`src/rtl/mul_issue_arbiter.sv`:
```
`default_nettype none
// ============================================================================
// Module   : mul_issue_arbiter
// Purpose  : Shares one pipelined multiplier between NUM_REQ reservation
//            stations. Round-robin grant, registered multiplier command, a
//            shadow tag pipeline aligned to mul_done, and an output FIFO that
//            drains to the CDB. Issue is credit-limited so a returning result
//            always has a queue slot.
// Ports    : clk, rst (sync, active-high), flush (squash in-flight work)
//            req_valid/req_ready/req_op/req_rs1/req_rs2/req_tag : requesters
//            mul_start/mul_op_sel/mul_rs1/mul_rs2 : multiplier command
//            mul_done/mul_result                  : multiplier return
//            cdb_valid/cdb_tag/cdb_result/cdb_ready : CDB handshake
//            err : sticky error, cleared only by rst
// Revision : 1.0 - initial release
// ============================================================================
module mul_issue_arbiter #(
    parameter int NUM_REQ    = 2,
    parameter int TAG_W      = 6,
    parameter int MUL_LAT    = 4,
    parameter int OUTQ_DEPTH = 4
) (
    input  logic                     clk,
    input  logic                     rst,
    input  logic                     flush,
    input  logic [NUM_REQ-1:0]       req_valid,
    output logic [NUM_REQ-1:0]       req_ready,
    input  logic [5*NUM_REQ-1:0]     req_op,
    input  logic [32*NUM_REQ-1:0]    req_rs1,
    input  logic [32*NUM_REQ-1:0]    req_rs2,
    input  logic [TAG_W*NUM_REQ-1:0] req_tag,
    output logic                     mul_start,
    output logic [4:0]               mul_op_sel,
    output logic [31:0]              mul_rs1,
    output logic [31:0]              mul_rs2,
    input  logic                     mul_done,
    input  logic [31:0]              mul_result,
    output logic                     cdb_valid,
    output logic [TAG_W-1:0]         cdb_tag,
    output logic [31:0]              cdb_result,
    input  logic                     cdb_ready,
    output logic                     err
);

    localparam int c_PTR_W  = (NUM_REQ > 1) ? $clog2(NUM_REQ) : 1;
    localparam int c_QPTR_W = $clog2(OUTQ_DEPTH);
    localparam int c_CNT_W  = $clog2(OUTQ_DEPTH + MUL_LAT + 2);

    logic [c_PTR_W-1:0]  r_rr_ptr;
    logic                r_mul_start;
    logic [4:0]          r_mul_op;
    logic [31:0]         r_mul_rs1;
    logic [31:0]         r_mul_rs2;
    logic [TAG_W-1:0]    r_iss_tag;
    logic [MUL_LAT-1:0]  r_pipe_vld;
    logic [TAG_W-1:0]    r_pipe_tag [MUL_LAT];
    logic [MUL_LAT-1:0]  r_sq;
    logic [TAG_W-1:0]    r_q_tag [OUTQ_DEPTH];
    logic [31:0]         r_q_res [OUTQ_DEPTH];
    logic [c_QPTR_W-1:0] r_wr_ptr;
    logic [c_QPTR_W-1:0] r_rd_ptr;
    logic [c_CNT_W-1:0]  r_q_count;
    logic                r_err;

    logic [c_CNT_W-1:0]  w_inflight;
    logic                w_credit;
    logic                w_found;
    logic [c_PTR_W:0]    w_sum;
    logic [c_PTR_W-1:0]  w_gnt_idx;
    logic [c_PTR_W-1:0]  w_rr_next;
    logic                w_hs;
    logic [4:0]          w_sel_op;
    logic                w_legal;
    logic                w_issue;
    logic                w_kill;
    logic                w_last_vld;
    logic                w_push;
    logic                w_pop;
    logic                w_push_ok;
    logic                w_set_err;

    // In-flight ops: the command register plus every valid tag stage.
    always_comb begin
        w_inflight = c_CNT_W'(r_mul_start);
        for (int k = 0; k < MUL_LAT; k++) begin
            w_inflight = w_inflight + c_CNT_W'(r_pipe_vld[k]);
        end
    end

    // Dequeues in the same cycle are not credited (conservative).
    assign w_credit = (w_inflight + r_q_count) < c_CNT_W'(OUTQ_DEPTH);

    // Round-robin search starting at r_rr_ptr.
    always_comb begin
        w_found   = 1'b0;
        w_gnt_idx = '0;
        w_sum     = '0;
        for (int k = 0; k < NUM_REQ; k++) begin
            w_sum = {1'b0, r_rr_ptr} + (c_PTR_W+1)'(k);
            if (w_sum >= (c_PTR_W+1)'(NUM_REQ)) begin
                w_sum = w_sum - (c_PTR_W+1)'(NUM_REQ);
            end
            if (!w_found && req_valid[w_sum[c_PTR_W-1:0]]) begin
                w_found   = 1'b1;
                w_gnt_idx = w_sum[c_PTR_W-1:0];
            end
        end
    end

    assign w_hs      = w_found & w_credit & ~flush & ~rst;
    assign w_rr_next = (w_gnt_idx == c_PTR_W'(NUM_REQ - 1)) ? '0 : w_gnt_idx + 1'b1;
    assign w_sel_op  = req_op[5*w_gnt_idx +: 5];
    assign w_legal   = w_sel_op[4] & ~w_sel_op[2];
    assign w_issue   = w_hs & w_legal;

    always_comb begin
        req_ready = '0;
        if (w_hs) begin
            req_ready[w_gnt_idx] = 1'b1;
        end
    end

    assign w_kill     = rst | flush;
    assign w_last_vld = r_pipe_vld[MUL_LAT-1];
    assign w_push     = mul_done & w_last_vld & ~flush;
    assign w_pop      = cdb_valid & cdb_ready;
    assign w_push_ok  = w_push & ((r_q_count != c_CNT_W'(OUTQ_DEPTH)) | w_pop);

    // Illegal op consumed, spurious done outside the squash shadow, a
    // missing done for a live op, or (should credit ever fail) an overflow.
    assign w_set_err = (w_hs & ~w_legal)
                     | (mul_done & ~w_last_vld & ~r_sq[MUL_LAT-1])
                     | (~mul_done & w_last_vld)
                     | (w_push & ~w_push_ok);

    always_ff @(posedge clk) begin
        if (rst) begin
            r_rr_ptr    <= '0;
            r_mul_start <= 1'b0;
            r_mul_op    <= '0;
            r_mul_rs1   <= '0;
            r_mul_rs2   <= '0;
            r_iss_tag   <= '0;
            r_pipe_vld  <= '0;
            r_wr_ptr    <= '0;
            r_rd_ptr    <= '0;
            r_q_count   <= '0;
            r_err       <= 1'b0;
        end else begin
            if (w_hs) begin
                r_rr_ptr <= w_rr_next;
            end
            r_mul_start <= w_issue;
            if (w_issue) begin
                r_mul_op  <= w_sel_op;
                r_mul_rs1 <= req_rs1[32*w_gnt_idx +: 32];
                r_mul_rs2 <= req_rs2[32*w_gnt_idx +: 32];
                r_iss_tag <= req_tag[TAG_W*w_gnt_idx +: TAG_W];
            end
            if (flush) begin
                r_pipe_vld <= '0;
                r_wr_ptr   <= '0;
                r_rd_ptr   <= '0;
                r_q_count  <= '0;
            end else begin
                r_pipe_vld[0] <= r_mul_start;
                for (int k = 1; k < MUL_LAT; k++) begin
                    r_pipe_vld[k] <= r_pipe_vld[k-1];
                end
                if (w_push_ok) begin
                    r_wr_ptr <= (r_wr_ptr == c_QPTR_W'(OUTQ_DEPTH - 1)) ? '0 : r_wr_ptr + 1'b1;
                end
                if (w_pop) begin
                    r_rd_ptr <= (r_rd_ptr == c_QPTR_W'(OUTQ_DEPTH - 1)) ? '0 : r_rd_ptr + 1'b1;
                end
                r_q_count <= r_q_count + c_CNT_W'(w_push_ok) - c_CNT_W'(w_pop);
            end
            if (w_set_err) begin
                r_err <= 1'b1;
            end
        end
    end

    // Squash shadow: on flush or reset, every op that was in flight is
    // marked here and travels alongside its (now cleared) tag stage, so its
    // mul_done lands on a set shadow bit and is dropped without error.
    // Deliberately not reset: reset itself must load the shadow.
    always_ff @(posedge clk) begin
        r_sq[0] <= w_kill & r_mul_start;
        for (int k = 1; k < MUL_LAT; k++) begin
            r_sq[k] <= r_sq[k-1] | (w_kill & r_pipe_vld[k-1]);
        end
    end

    // Data-only storage: tags and queue entries qualified by valids/count.
    always_ff @(posedge clk) begin
        r_pipe_tag[0] <= r_iss_tag;
        for (int k = 1; k < MUL_LAT; k++) begin
            r_pipe_tag[k] <= r_pipe_tag[k-1];
        end
        if (w_push_ok) begin
            r_q_tag[r_wr_ptr] <= r_pipe_tag[MUL_LAT-1];
            r_q_res[r_wr_ptr] <= mul_result;
        end
    end

    assign mul_start  = r_mul_start;
    assign mul_op_sel = r_mul_op;
    assign mul_rs1    = r_mul_rs1;
    assign mul_rs2    = r_mul_rs2;
    assign cdb_valid  = (r_q_count != '0);
    assign cdb_tag    = cdb_valid ? r_q_tag[r_rd_ptr] : '0;
    assign cdb_result = cdb_valid ? r_q_res[r_rd_ptr] : '0;
    assign err        = r_err;

endmodule
`default_nettype wire

```
`config.mk`:
```
export PLATFORM = sky130hd
export DESIGN_NAME = mul_issue_arbiter
export DESIGN_NICKNAME = d
export VERILOG_FILES = /design/src/rtl/mul_issue_arbiter.sv
export SDC_FILE = /design/constraint.sdc
export NUM_CORES = 1
export LEC_CHECK = 0
export ABC_AREA = 0
export BUFFER_PORTS_ARGS = -buffer_cell sky130_fd_sc_hd__buf_2
export CORE_UTILIZATION = 52
export CTS_CLUSTER_DIAMETER = 100
export DETAILED_ROUTE_END_ITERATION = 6
export GPL_TIMING_DRIVEN = 0
export HOLD_SLACK_MARGIN = 0.02
export PLACE_DENSITY = 0.89
export SLEW_MARGIN = 20
export SYNTH_ARGS = -nofsm -noshare
export SYNTH_HDL_FRONTEND = slang
export SYNTH_SLANG_ARGS = --single-unit
```
`constraint.sdc`:
```
create_clock -name clk -period 3.9 [get_ports clk]
set_clock_uncertainty 0.2 [all_clocks]
set_input_delay 0.39 -clock clk [delete_from_list [all_inputs] [get_ports clk]]
set_output_delay 0.39 -clock clk [all_outputs]
set_load 0.005 [all_outputs]
```
==> results.toml, run 1 <==
[status]
status = "finished, final reports clean"

[global_routing]
grt_max_degree = 29
grt.overflow.total = 0
grt_pass1_vias = 8091
grt_usage = 0.2627
grt_pass1_wl_mm = 42.93
antenna_found_initial = 3

[placed_design]
gp_congestion = 0.8557
port_buffers = 299
place_ws_ns = 0.5876
dp_hpwl_mm = 18.91

[sta]
fin_crit_ns = 3.731
hold_violations = 0
grt_setup_unrepaired = "false"
max_freq_mhz = 268.0
tns_ns = 0
slew_headroom = 0.4833
setup_viol_count_final = 0
fin_crit_sh = 0.9567
fin_ws_ns = 0.1691
maxSlewViolCount = 0
worst_pin_slew_ns = 0.7555

[critical_path]
critPathMaxFanout = 10
worstPathRequired_ns = 3.31
cp-startpoint = "mul_start$_SDFF_PP0_"
rr_worst_depth = 11
cp_num_buf_inv = 3
end_kind = "output pin"
cp_slowest_cell = "fa_1"
cp_slowest_stage_delay_ns = 0.50
critPathLaunchType = "flop"
cp_top_family = "adder cells"
path_cells = "fa_1, fa_1, ha_1, a31oi_1, nand3b_1, a21oi_2, buf_6, buf_6, and2_1, buf_2"
critPathArrivalTime_ns = 3.14
reg2reg_to = "mul_rs2[25]$_SDFFE_PP0P_"
regToRegSetupSlack_ns = 0.64
endpoint = "req_ready[0]"
timing.rr.start = "mul_start$_SDFF_PP0_"
path_depth = 10
path_class = "reg2out"

[cts]
htreeDepth = 1
cts.path.max_buffers = 3
insertion_delay_ns = 0.52
numCtsBuffers = 27
cts_sinks = 272
cts.clk_slew.worst_paths_ns = 0.06
clockRootBuffer = "clkbuf_16"
cts_tree = "done"

[layout]
area_delta_synth_final_pct = 34.78
final_util = 0.7140
final_common_cell = "buf_2"
final_cell_mix = "327 x buf_2, 152 x edfxtp_1, 120 x dfxtp_1"
fin_nets = 1343
drive_gt1_frac = 0.3817

[hold_path]
min_path_type = "in2reg"

[die]
core_area_um2 = 20170
num_rows = 52
dieWidth_um = 145.3
initial_core_util = 0.5297
ios = 301
die_y_um = 145.3
die-area_um2 = 21120

[pwr]
p_leak_nw = 6.027
ir_drop_mv = 0.3167
finalPower_mw = 7.176
p_per_area_nw_per_um2 = 498.3

[detailed_routing]
dr.pass1.iters = 6
routedWlPerCell_um = 19.82
drc = 0
avgViaCountPerCell = 5.475
antenna_left = 0
drt_iter0_markers = 436
wl_mm = 28.36
vias = 7835

[yosys]
synth_compound_area_frac = 0.1019
ys_seq_area_frac = 0.6521
synthAdderAreaFrac = 0.02085
yosysUniqueCellTypes = 36
syn-num-nets = 918
synth_simple_gate_area_frac = 0.04591
ys_ff_latch = 272
ys_top_cells_by_area = "edfxtp_1 43%, dfxtp_1 22%, mux4_2 8.0%"
synth_top_cell_area_share = 0.4272
synthMuxAreaShare = 0.1494
synth_cells = 713
synth_top_family_by_area = "multiplexers"
synth-xor-area-share = 0.001640
ys_warn_count = 0
syn_avg_cell_area_um2 = 14.98
netlist_area_um2 = 10680
synth_area_leader_cell = "edfxtp_1"

[job]
cap_viol_max_count = 0
## per-layer routing
layer  track usage  share of wire  up-vias  wire length, um
li1              -              -     3592                -
met1        0.2882           0.36     3823            10180
met2        0.4889           0.53      359            15100
met3       0.06426          0.078       61             2214
met4       0.09895          0.030        0              856
met5             0              0        -                0
## flip-flops by register name, summed over array words and instances, names as in the netlist, named ones only
name        count
r_rr_ptr        1
mul_rs1        32
r_q_tag        24
mul_start       1
r_q_count       4
r_wr_ptr        2
r_pipe_vld      4
r_pipe_tag     24
mul_rs2        32
r_q_res       128
r_rd_ptr        2
err             1
r_sq            4
mul_op_sel      5
r_iss_tag       6
## through the flow
step / instances / hold slack (ns) / cell area (um2)
finish: 1431 / 0.02419 / 14400
global route: 1431 / 0.02098 / 14400
CTS: 1423 / 0.02010 / 14350
detailed placement: 1286 / 0.1121 / 12620
global placement: 1282 / 0.1101 / 12520
floorplan: 713 / 0.1096 / 10680
## cell families after synthesis
logic type | Yosys count
buf+inv | 61
simple gates | 85
fa+ha+maj | 16
xor+xnor | 2
flops | 272
compound gates | 165
mux | 112
## worst reg2reg max path: stages, from the launching register on
cell      delay (ns)
dfxtp_1         0.35
fa_1            0.50
fa_1            0.38
ha_1            0.28
a31oi_1         0.08
nand3b_1        0.23
a21oi_2         0.27
buf_4           0.15
and2_1          0.16
buf_6           0.17
buf_2           0.24
a211oi_1        0.12
## Yosys cell counts
master       n
a2111oi_0    1
a211oi_1    64
a211oi_2    10
a21o_1       4
a21oi_1     79
a21oi_2      1
a31oi_1      2
and2_1      51
and3b_1      1
buf_1        1
buf_2       28
buf_4        4
buf_6        3
clkbuf_1    18
dfxtp_1    120
edfxtp_1   152
fa_1         3
ha_1        13
inv_1        7
mux2i_1     74
mux4_2      38
nand2_1      6
nand2b_1     3
nand3_1      3
nand3b_1     2
nor2_1      12
nor2_4       1
nor3_1       3
nor3b_1      1
o21ai_0      1
o21ai_1      1
o21ai_2      1
o2bb2ai_1    1
or2_2        1
or3_1        1
xnor2_1      2
## worst min path at each step
stage                              from                         to  slack [ns]  depth (start not counted)
3_5_place_dp   r_pipe_tag[0][3]$_DFF_P_   r_pipe_tag[1][3]$_DFF_P_        0.11                          0
4_1_cts                     req_rs1[18]   mul_rs1[18]$_SDFFE_PP0P_        0.02                          3
3_3_place_gp   r_pipe_tag[0][2]$_DFF_P_   r_pipe_tag[1][2]$_DFF_P_        0.11                          0
2_1_floorplan  r_pipe_tag[0][0]$_DFF_P_   r_pipe_tag[1][0]$_DFF_P_        0.11                          0
6_report                    req_rs2[11]   mul_rs2[11]$_SDFFE_PP0P_        0.02                          3
5_1_grt                      req_tag[8]  r_iss_tag[2]$_SDFFE_PP0P_        0.02                          3
## what timing repair did
action | CTS | global route
hold buffers | 88 | 1
gates resized for setup | 0 | 1
hold endpoints to repair | 163 | 1
buffers inserted | 0 | 4
endpoints found under the setup margin | 0 | 1
## report_power, final
part,internal [mW],switching (mW),leakage (nW)
clock,1.42,1.08,0.424
combinational,0.724,0.794,3.26
sequential,3.11,0.0535,2.35
## area by class of cell
cell class	count	area [um2]
diodes	3	7.507
plain buffers	54	279.0
clock buffers	29	693.2
clock inverters	20	156.4
fillers	1272	5769
inverters	7	26.28
multi-input cells	380	3421
flip-flops and latches	272	6967
well taps	270	337.8
repair buffers	396	2512
Power figures use the tool's default switching activity.
==> run 2: changes to the inputs <==
- RECOVER_POWER: not set -> 100
==> run 2 against run 1 <==
  * The flow now finishes with violations (max-capacitance violations, max-slew violations)
  * Sequential share of layout area up 0.73 points
  * Final area down 1.5%
  * Fmax up 0.25%
  * Flip-flop and latch count unchanged
  * Combinational power down 3%
  * Setup slack better by 0.0094 ns
  * Worst hold slack worse by 0.0054 ns
  * Critical path depth unchanged
  * Core utilization down 1.1 points
  * Die area unchanged
  * First-iteration DRC count down 6.0%
  * Clock power about the same
  * Critical endpoint unchanged
==> results.toml, run 2 (same netlist as run 1, synthesis figures left out) <==
[sta]
max_freq_mhz = 268.7
tns_ns = 0
hold_violations = 0
grt_setup_unrepaired = "false"
fin_crit_sh = 0.9542
fin_crit_ns = 3.722
maxSlewViolCount = 21
setup_viol_count_final = 0
fin_ws_ns = 0.1785
slew_headroom = -0.1562
worst_pin_slew_ns = 1.733

[critical_path]
cp-startpoint = "mul_start$_SDFF_PP0_"
cp_slowest_stage_delay_ns = 0.50
worstPathRequired_ns = 3.31
critPathLaunchType = "flop"
regToRegSetupSlack_ns = 0.19
cp_slowest_cell = "fa_1"
critPathArrivalTime_ns = 3.13
endpoint = "req_ready[0]"
cp_num_buf_inv = 3
timing.rr.start = "mul_start$_SDFF_PP0_"
path_depth = 10
cp_top_family = "adder cells"
path_class = "reg2out"
rr_worst_depth = 11
end_kind = "output pin"
critPathMaxFanout = 10
path_cells = "fa_1, fa_1, ha_1, a31oi_1, nand3b_1, a21oi_2, buf_6, buf_6, and2_0, buf_2"
reg2reg_to = "mul_rs2[25]$_SDFFE_PP0P_"

[die]
core_area_um2 = 20170
die-area_um2 = 21120
initial_core_util = 0.5297
num_rows = 52
ios = 301
die_y_um = 145.3
dieWidth_um = 145.3

[layout]
seq_area_um2 = 6967
top_register = "r_q_res"
area_delta_synth_final_pct = 32.77
multiInputGateArea_um2 = 3371
final_cell_mix = "224 x buf_2, 152 x edfxtp_1, 121 x clkbuf_1"
largest_reg_flops = 128
final_common_cell = "buf_2"
fin_nets = 1343
fill_cells = 1340
drive_gt1_frac = 0.2832
fin_area_um2 = 14180

[detailed_routing]
wl_mm = 28.26
avgViaCountPerCell = 5.464
drt_iter0_markers = 410
antenna_left = 0
drc = 0
routedWlPerCell_um = 19.75
dr.pass1.iters = 5
vias = 7819

[placed_design]
dp_hpwl_mm = 18.91
place_area_um2 = 12620
gp_congestion = 0.8557
place_ws_ns = 0.5876
port_buffers = 299

[global_routing]
grt_pass1_wl_mm = 42.93
grt_pass1_vias = 8091
grt_max_degree = 29
grt_usage = 0.2627
antenna_found_initial = 3
grt.overflow.total = 0

[pwr]
ir_drop_mv = 0.3167
p_per_area_nw_per_um2 = 503.1
p_leak_nw = 5.591

[hold_path]
min_path_type = "in2reg"

[cts]
clockRootBuffer = "clkbuf_16"
cts.path.max_buffers = 3
htreeDepth = 1
cts_sinks = 272
cts.clk_slew.worst_paths_ns = 0.06
cts_tree = "done"
numCtsBuffers = 27
insertion_delay_ns = 0.52

[status]
violations = "max-capacitance violations, max-slew violations"
status = "finished, violations left"

[job]
cap_viol_max_count = 1
[run 2: cell count changes in the layout (fill, tap and decap cells not counted)]
| cell | previous run | this run |
|---|---|---|
| buf_4 | 7 | 5 |
| clkbuf_4 | 0 | 1 |
| clkbuf_1 | 19 | 121 |
| buf_2 | 327 | 224 |
| buf_1 | 1 | 0 |
| and2_2 | 4 | 0 |
| and2_0 | 0 | 31 |
| buf_6 | 4 | 3 |
| a211oi_1 | 64 | 73 |
| buf_12 | 2 | 0 |
| a211oi_2 | 10 | 1 |
| and2_1 | 47 | 20 |
| clkbuf_2 | 0 | 6 |
[run 2: worst min-delay path by stage]
stage                                        start                  endpoint  cells past startpoint
final                                  req_rs1[44]  mul_rs1[12]$_SDFFE_PP0P_                      3
after detailed placement  r_pipe_tag[0][3]$_DFF_P_  r_pipe_tag[1][3]$_DFF_P_                      0
after global placement    r_pipe_tag[0][2]$_DFF_P_  r_pipe_tag[1][2]$_DFF_P_                      0
after CTS                              req_rs1[18]  mul_rs1[18]$_SDFFE_PP0P_                      3
after floorplan           r_pipe_tag[0][0]$_DFF_P_  r_pipe_tag[1][0]$_DFF_P_                      0
after global routing                   req_rs1[46]  mul_rs1[14]$_SDFFE_PP0P_                      3
[run 2: per-layer routing]
metal	GRT usage	vias up	routed length, um
met5	0	-	0
met4	0.09895	0	1000
met3	0.06426	67	2307
met2	0.4889	391	14910
met1	0.2882	3774	10050
li1	-	3587	-
[run 2: worst reg2reg max path: cells and delay by family (launching register included)]
| family | cells | cell delay [ns] |
|---|---|---|
| compound gates | 3 | 0.47 |
| simple gates | 2 | 0.39 |
| buf+inv | 3 | 1.02 |
| flops | 1 | 0.35 |
| fa+ha+maj | 3 | 1.16 |
[run 2: area by class of cell]
class                           count  share of cell area
Antenna cell                        3           0.0005292
Buffer                             54             0.01870
Clock buffer                       29             0.04887
Clock inverter                     20             0.01103
Inverter                            7            0.001852
Multi-Input combinational cell    380              0.2376
Sequential cell                   272              0.4911
Tap cell                          270             0.02382
Timing Repair Buffer              396              0.1664
[run 2: what timing repair did]
item	4_1_cts	5_1_grt
hold buffers	88	1
setup buffers	0	4
endpoints found under the hold margin	163	1
resized for setup	0	1
setup endpoints to repair	0	1
[run 2: report_power, final]
group | switching, mW | leakage, nW | internal, mW
sequential | 0.0542 | 2.35 | 3.11
combinational | 0.799 | 2.82 | 0.684
clock | 1.07 | 0.424 | 1.42
total | 1.92 | 5.59 | 5.21
[run 2: per-stage QoR]
stage	util	total power [mW]	hold slack [ns]	std cells
2_1_floorplan	-	4.002	0.1096	713
5_1_grt	0.7033	7.417	0.02032	1431
3_5_place_dp	0.6256	4.621	0.1121	1286
6_report	0.7033	7.137	0.01884	1431
3_3_place_gp	0.6207	4.583	0.1101	1282
4_1_cts	0.7114	7.189	0.02010	1423
